`src/rtl/trng_pkg.sv`:
```
// Shared definitions for the von Neumann TRNG packer: state encoding and
// default parameter values used by the top and its health-test sub-module.
package trng_pkg;

  localparam int unsigned DEF_DATA_WIDTH = 8;
  localparam int unsigned DEF_RCT_CUTOFF = 32;

  typedef enum logic [1:0] {
    ST_IDLE    = 2'd0,
    ST_COLLECT = 2'd1,
    ST_PENDING = 2'd2,
    ST_FAIL    = 2'd3
  } trng_state_e;

endpackage

```
`src/rtl/trng_health_rct.sv`:
```
// Repetition count test on the raw entropy stream. The run counter restarts
// at 1 on a value change and counts up on a repeat; fail is a combinational
// strobe on the sampling edge where the run reaches RCT_CUTOFF.
module trng_health_rct
  import trng_pkg::*;
#(
  parameter int unsigned RCT_CUTOFF = DEF_RCT_CUTOFF
) (
  input  logic clk,
  input  logic reset_n,
  input  logic clear,
  input  logic sample,
  input  logic sample_valid,
  output logic fail
);

  localparam int unsigned CW = $clog2(RCT_CUTOFF + 1);
  localparam logic [CW-1:0] CUTOFF = CW'(RCT_CUTOFF);

  logic [CW-1:0] run_q, run_d;
  logic          last_q, last_d;

  // Next run length; saturates at the cutoff so it never wraps.
  always_comb begin
    run_d  = run_q;
    last_d = last_q;
    fail   = 1'b0;
    if (clear) begin
      run_d  = '0;
      last_d = 1'b0;
    end else if (sample_valid) begin
      last_d = sample;
      if ((run_q == '0) || (sample != last_q)) begin
        run_d = CW'(1);
      end else if (run_q != CUTOFF) begin
        run_d = run_q + CW'(1);
      end
      fail = (run_d == CUTOFF);
    end
  end

  // Run counter and last-sample registers.
  always_ff @(posedge clk or negedge reset_n) begin
    if (!reset_n) begin
      run_q  <= '0;
      last_q <= 1'b0;
    end else begin
      run_q  <= run_d;
      last_q <= last_d;
    end
  end

endmodule

```
`src/rtl/trng_vn_packer.sv`:
```
// Von Neumann debiaser and byte packer. Raw oscillator samples are paired,
// debiased bits are shifted in MSB-first, and each completed word is offered
// to a downstream FIFO. A repetition count test guards the raw stream.
//
// FIFO handshake: wr_en is high while a word is PENDING and fifo_full is low;
// the FIFO takes data_out on every rising edge where wr_en=1, and the block
// returns to COLLECT on that same edge. fifo_full=1 stalls indefinitely.
module trng_vn_packer
  import trng_pkg::*;
#(
  parameter int unsigned DATA_WIDTH = DEF_DATA_WIDTH,
  parameter int unsigned RCT_CUTOFF = DEF_RCT_CUTOFF
) (
  input  logic                  clk,
  input  logic                  reset_n,
  input  logic                  enable,
  input  logic                  raw_bit,
  input  logic                  raw_valid,
  input  logic                  fifo_full,
  output logic                  wr_en,
  output logic [DATA_WIDTH-1:0] data_out,
  output logic                  health_fail,
  output logic                  overrun,
  output logic [15:0]           byte_cnt,
  output trng_state_e           state_dbg
);

  localparam int unsigned BW = $clog2(DATA_WIDTH + 1);
  localparam logic [BW-1:0] LAST_BIT = BW'(DATA_WIDTH - 1);

  trng_state_e           state_q, state_d;
  logic [DATA_WIDTH-1:0] shift_q, shift_d;
  logic [DATA_WIDTH-1:0] data_q, data_d;
  logic [BW-1:0]         bit_cnt_q, bit_cnt_d;
  logic                  half_q, half_d;
  logic                  first_q, first_d;
  logic                  hf_q, hf_d;
  logic                  ovr_q, ovr_d;
  logic [15:0]           byte_cnt_q, byte_cnt_d;

  logic                  samp_ok;
  logic                  vn_valid;
  logic                  vn_bit;
  logic [DATA_WIDTH-1:0] new_word;
  logic                  rct_clear;
  logic                  rct_fail;

  // The health test only watches samples taken while actively collecting.
  assign rct_clear = !enable || (state_q == ST_IDLE) || (state_q == ST_FAIL);

  trng_health_rct #(
    .RCT_CUTOFF(RCT_CUTOFF)
  ) u_rct (
    .clk         (clk),
    .reset_n     (reset_n),
    .clear       (rct_clear),
    .sample      (raw_bit),
    .sample_valid(raw_valid),
    .fail        (rct_fail)
  );

  assign wr_en       = (state_q == ST_PENDING) && !fifo_full;
  assign data_out    = data_q;
  assign health_fail = hf_q;
  assign overrun     = ovr_q;
  assign byte_cnt    = byte_cnt_q;
  assign state_dbg   = state_q;

  // Pairing, packing and state transitions.
  always_comb begin
    state_d    = state_q;
    shift_d    = shift_q;
    data_d     = data_q;
    bit_cnt_d  = bit_cnt_q;
    half_d     = half_q;
    first_d    = first_q;
    hf_d       = hf_q;
    ovr_d      = ovr_q;
    byte_cnt_d = byte_cnt_q;
    vn_valid   = 1'b0;
    vn_bit     = 1'b0;
    new_word   = '0;

    samp_ok = enable && raw_valid &&
              ((state_q == ST_COLLECT) || (state_q == ST_PENDING));

    // Von Neumann pair: 01 -> 0, 10 -> 1, i.e. the first bit of an unequal pair.
    if (samp_ok) begin
      if (!half_q) begin
        half_d  = 1'b1;
        first_d = raw_bit;
      end else begin
        half_d  = 1'b0;
        first_d = 1'b0;
        if (first_q != raw_bit) begin
          vn_valid = 1'b1;
          vn_bit   = first_q;
        end
      end
    end

    if (wr_en) begin
      byte_cnt_d = byte_cnt_q + 16'd1;
    end

    if (!enable) begin
      state_d   = ST_IDLE;
      shift_d   = '0;
      bit_cnt_d = '0;
      half_d    = 1'b0;
      first_d   = 1'b0;
      if (state_q == ST_FAIL) begin
        hf_d  = 1'b0;
        ovr_d = 1'b0;
      end
    end else begin
      unique case (state_q)
        ST_IDLE: begin
          half_d  = 1'b0;
          first_d = 1'b0;
          state_d = ST_COLLECT;
        end
        ST_COLLECT, ST_PENDING: begin
          if (rct_fail) begin
            state_d   = ST_FAIL;
            hf_d      = 1'b1;
            shift_d   = '0;
            bit_cnt_d = '0;
            half_d    = 1'b0;
            first_d   = 1'b0;
          end else begin
            if (vn_valid) begin
              if (state_q == ST_COLLECT) begin
                new_word = {shift_q[DATA_WIDTH-2:0], vn_bit};
                if (bit_cnt_q == LAST_BIT) begin
                  data_d    = new_word;
                  shift_d   = '0;
                  bit_cnt_d = '0;
                  state_d   = ST_PENDING;
                end else begin
                  shift_d   = new_word;
                  bit_cnt_d = bit_cnt_q + BW'(1);
                end
              end else begin
                ovr_d = 1'b1;
              end
            end
            if (wr_en) begin
              state_d = ST_COLLECT;
            end
          end
        end
        default: begin
          half_d  = 1'b0;
          first_d = 1'b0;
        end
      endcase
    end
  end

  // State and datapath registers.
  always_ff @(posedge clk or negedge reset_n) begin
    if (!reset_n) begin
      state_q    <= ST_IDLE;
      shift_q    <= '0;
      data_q     <= '0;
      bit_cnt_q  <= '0;
      half_q     <= 1'b0;
      first_q    <= 1'b0;
      hf_q       <= 1'b0;
      ovr_q      <= 1'b0;
      byte_cnt_q <= '0;
    end else begin
      state_q    <= state_d;
      shift_q    <= shift_d;
      data_q     <= data_d;
      bit_cnt_q  <= bit_cnt_d;
      half_q     <= half_d;
      first_q    <= first_d;
      hf_q       <= hf_d;
      ovr_q      <= ovr_d;
      byte_cnt_q <= byte_cnt_d;
    end
  end

endmodule

```
`config.mk`:
```
export PLATFORM = sky130hd
export DESIGN_NAME = trng_vn_packer
export DESIGN_NICKNAME = d
export VERILOG_FILES = /design/src/rtl/trng_pkg.sv /design/src/rtl/trng_health_rct.sv /design/src/rtl/trng_vn_packer.sv
export SDC_FILE = /design/constraint.sdc
export NUM_CORES = 1
export LEC_CHECK = 0
export ABC_AREA = 1
export ABC_CLOCK_PERIOD_IN_PS = 2100
export CORE_MARGIN = 3
export CORE_UTILIZATION = 60
export CTS_CLUSTER_SIZE = 20
export DETAILED_ROUTE_END_ITERATION = 10
export DONT_BUFFER_PORTS = 1
export HOLD_SLACK_MARGIN = 0.06
export PLACE_DENSITY = 0.74
export SETUP_SLACK_MARGIN = 0.15
export SLEW_MARGIN = 10
export SYNTH_ARGS = -nofsm -noshare
export SYNTH_HDL_FRONTEND = slang
export SYNTH_SLANG_ARGS = --single-unit
export TNS_END_PERCENT = 1
```
`constraint.sdc`:
```
create_clock -name clk -period 2.1 [get_ports clk]
set_input_delay 0.315 -clock clk [delete_from_list [all_inputs] [get_ports clk]]
set_output_delay 0.315 -clock clk [all_outputs]
set_load 0.005 [all_outputs]
```
==> results.tsv <==
stage	metric	value	unit
status	outcome	finished clean	
global_routing	grt_max_degree	49	
clock_tree	cts_tree	yes	
worst_setup_path	startpoint_type	register	
floorplanning	dieArea	5090	um^2
place	dp_slack	0.0617	ns
drt	vias	1968	
floorplanning	die_w	71.4	um
yosys	syn_avg_cell_area	9.06	um^2
timing	fin_ws	0.198	ns
clock_tree	cts_buffer_depth	2	
timing	finalSetupViolations	0	
timing	maxSlewViolCount	0	
worst_setup_path	slowest_delay	0.46	ns
clock_tree	path_clk_slew	0.09	ns
timing	fin_tns_setup	0	ns
timing	rsz0062_at_grt	yes	
worst_setup_path	critPathCaptureType	register	
clock_tree	insertion_delay	0.30	ns
timing	hold_viol_final	0	
timing	fin_skew	0.00493	ns
worst_setup_path	crit_path_start	state_dbg[0]	
floorplanning	io-pin-count	35	
final_layout	drive_gt1_share	33.2	%
clock_tree	htreeDepth	2	
clock_tree	root_buffer	clkbuf_8	
worst_setup_path	path_class	reg2reg	
hold_path	hold_path_class	in2reg	
worst_setup_path	crit_slowest_cell	dfrtp_2	
timing	min_period	1.90	ns
hold_path	hp-start	raw_valid	
power_and_ir_drop	finalPower	2.52	mW
drt	wl_per_cell	14.5	um
worst_setup_path	crit_top_cell	nand2_1	
timing	relSlewSlack	80.7	%
floorplanning	start_util	63.2	%
final_layout	synthToLayoutAreaGrowth	21.0	%
place	dpl.hpwl	3590	um
clock_tree	numCtsBuffers	5	
worst_setup_path	reg2reg_from	state_dbg[0]	
drt	via_per_inst	5.47	
drt	drt-total-wl	5230	um
drt	drc	0	
timing	fmax	0.526	GHz
global_routing	grt_pass1_wl	8430	um
place	gp_congestion	0.932	
drt	drt_iter0_drc	77	
clock_tree	cts.sinks	48	
global_routing	grt_overflow	0	
drt	drtPass1Iterations	4	
final_layout	num-nets-final	324	
global_routing	grt_pass1_vias	1828	
yosys	ys_warn_count	0	
floorplanning	coreArea	4060	um^2
floorplanning	die_y	71.4	um
power_and_ir_drop	p_leak	1.45	nW
yosys	yosysSeqAreaShare	46.9	%
worst_setup_path	crit_arrival	2.09	ns
global_routing	antenna_found_initial	0	
final_layout	fin_area	3100	um^2
yosys	ys_types	31	
yosys	ys_seq_elements	48	
drt	antenna_left	0	
place	numPortBuffers	0	
worst_setup_path	crit_chain	inv_4, ha_4, inv_2, nor2_4, nand2_1, nor2_2, nand3_2, nor4_4, nand2_1, xnor2_1	
power_and_ir_drop	power.density	814	nW/um^2
worst_setup_path	cp_max_fo	4	
floorplanning	rows	23	
worst_setup_path	worstPathRequired	2.29	ns
yosys	synth_area	2560	um^2
power_and_ir_drop	vdd.ir_drop.worst	0.656	mV
final_layout	final_common_cell	nand2_1	
worst_setup_path	r2r_slack	0.20	ns
global_routing	grt_use_total	21.2	%
flow_run	max_cap_viol_count	0	
final_layout	layout_common_cells	nand2_1 (53), dfrtp_1 (45), inv_1 (19), nand3_1 (19), buf_4 (19)	
final_layout	nFillCells	269	
yosys	syn_nets	298	
final_layout	antenna_cells	0	
yosys	syn-instance-count	283	
place	dpl_cell_area	2650	um^2
timing	tightest_slew	0.288	ns
timing	period_share	90.6	%
## flip-flops by register name (all words and copies together) (netlist names)
register,flops
bit_cnt_q,4
byte_cnt,16
data_out,8
first_q,1
half_q,1
health_fail,1
overrun,1
shift_q,7
state_dbg,2
u_rct.last_q,1
u_rct.run_q,6
## kinds of logic (layout without fill, tap and decap cells)
| family | Yosys count | after routing | share of synthesized area [%] |
|---|---|---|---|
| and+or+nand+nor | 141 | 141 | 28.1 |
| DFF | 48 | 48 | 46.9 |
| AOI/OAI and AO/OA | 34 | 34 | 8.88 |
| buffers and inverters | 34 | 61 | 5.91 |
| xor gates and xnor gates | 16 | 16 | 5.47 |
| adders and majority gates | 9 | 9 | 4.39 |
| muxes | 1 | 1 | 0.439 |
## what timing repair did
item	CTS	global route
buffers inserted	7	7
pin swaps	2	6
resized for setup	4	33
endpoints found under the hold margin	48	0
hold buffers	2	0
endpoints found under the setup margin	16	30
cloned	0	1
## critical path: cells and delay by family (launching register included)
family | cells | cell delay [ns]
buffers and inverters | 2 | 0.13
and+or+nand+nor | 6 | 0.93
DFF | 1 | 0.46
xor gates and xnor gates | 1 | 0.14
adders and majority gates | 1 | 0.13
## cell type report
cell class | instances | area (um^2) | share of cell area [%]
repair buffers | 25 | 256 | 8.27
clock inverters | 2 | 38.8 | 1.25
flip-flops and latches | 48 | 1200 | 38.8
inverters | 28 | 108 | 3.47
multi-input cells | 201 | 1350 | 43.5
well taps | 50 | 62.6 | 2.02
clock buffers | 6 | 82.6 | 2.66
## per-stage QoR
stage | util [%] | hold slack, ns | instances
6_report | 76.5 | 0.114 | 360
5_1_grt | 76.5 | 0.109 | 360
4_1_cts | 71.0 | 0.106 | 352
3_5_place_dp | 65.4 | 0.0207 | 335
3_3_place_gp | 65.4 | 0.0208 | 335
2_1_floorplan | - | 0.0194 | 283
## layer usage
| layer | share of wire (%) | track usage (%) | vias to the layer above | wire (um) |
|---|---|---|---|---|
| met2 | 49 | 33.7 | 34 | 2580 |
| met1 | 45 | 28.2 | 941 | 2340 |
| met5 | 0 | 0 | - | 0 |
| met4 | 0.98 | 7.10 | 0 | 51 |
| li1 | - | - | 988 | - |
| met3 | 4.8 | 5.75 | 5 | 251 |
## final timing paths
| kind | end | depth (start not counted) |
|---|---|---|
| worst max-delay path | byte_cnt[14] | 10 |
| worst min-delay path | half_q | 1 |
| worst max register to register | byte_cnt[14] | 10 |
| worst min register to register | data_out[5] | 2 |
| max in group asynchronous | u_rct.run_q[2] | 2 |
| min in group asynchronous | u_rct.run_q[5] | 2 |
## synthesized netlist by cell type
cell type   n  area share (%)
a21oi_1     7             1.4
a22o_1      1            0.34
a22oi_1     1            0.29
buf_2       1            0.20
buf_6       3             1.3
clkbuf_1    2            0.29
clkinv_1    1            0.15
dfrtp_1    48              47
ha_1        9             4.4
inv_1      24             3.5
inv_2       3            0.44
mux2_2      1            0.44
nand2_1    54             7.9
nand2_2    16             3.9
nand2_4     1            0.44
nand3_1    23             4.5
nand3_2     5             2.0
nand4_1    12             2.9
nor2_1     19             2.8
nor2_2      6             1.5
nor2_4      2            0.88
nor3_1      1            0.20
nor3_4      1            0.63
nor4_2      1            0.49
o21ai_0     1            0.20
o21ai_1     6             1.2
o21ai_2    11             3.8
o22ai_1     6             1.5
o31ai_1     1            0.29
xnor2_1     6             2.0
xor2_1     10             3.4
## power by group
part / internal (mW) / switching [mW]
combinational: 0.301 / 0.378
sequential: 1.02 / 0.132
clock: 0.389 / 0.304
Note: power is estimated with default switching activity, not from simulation.
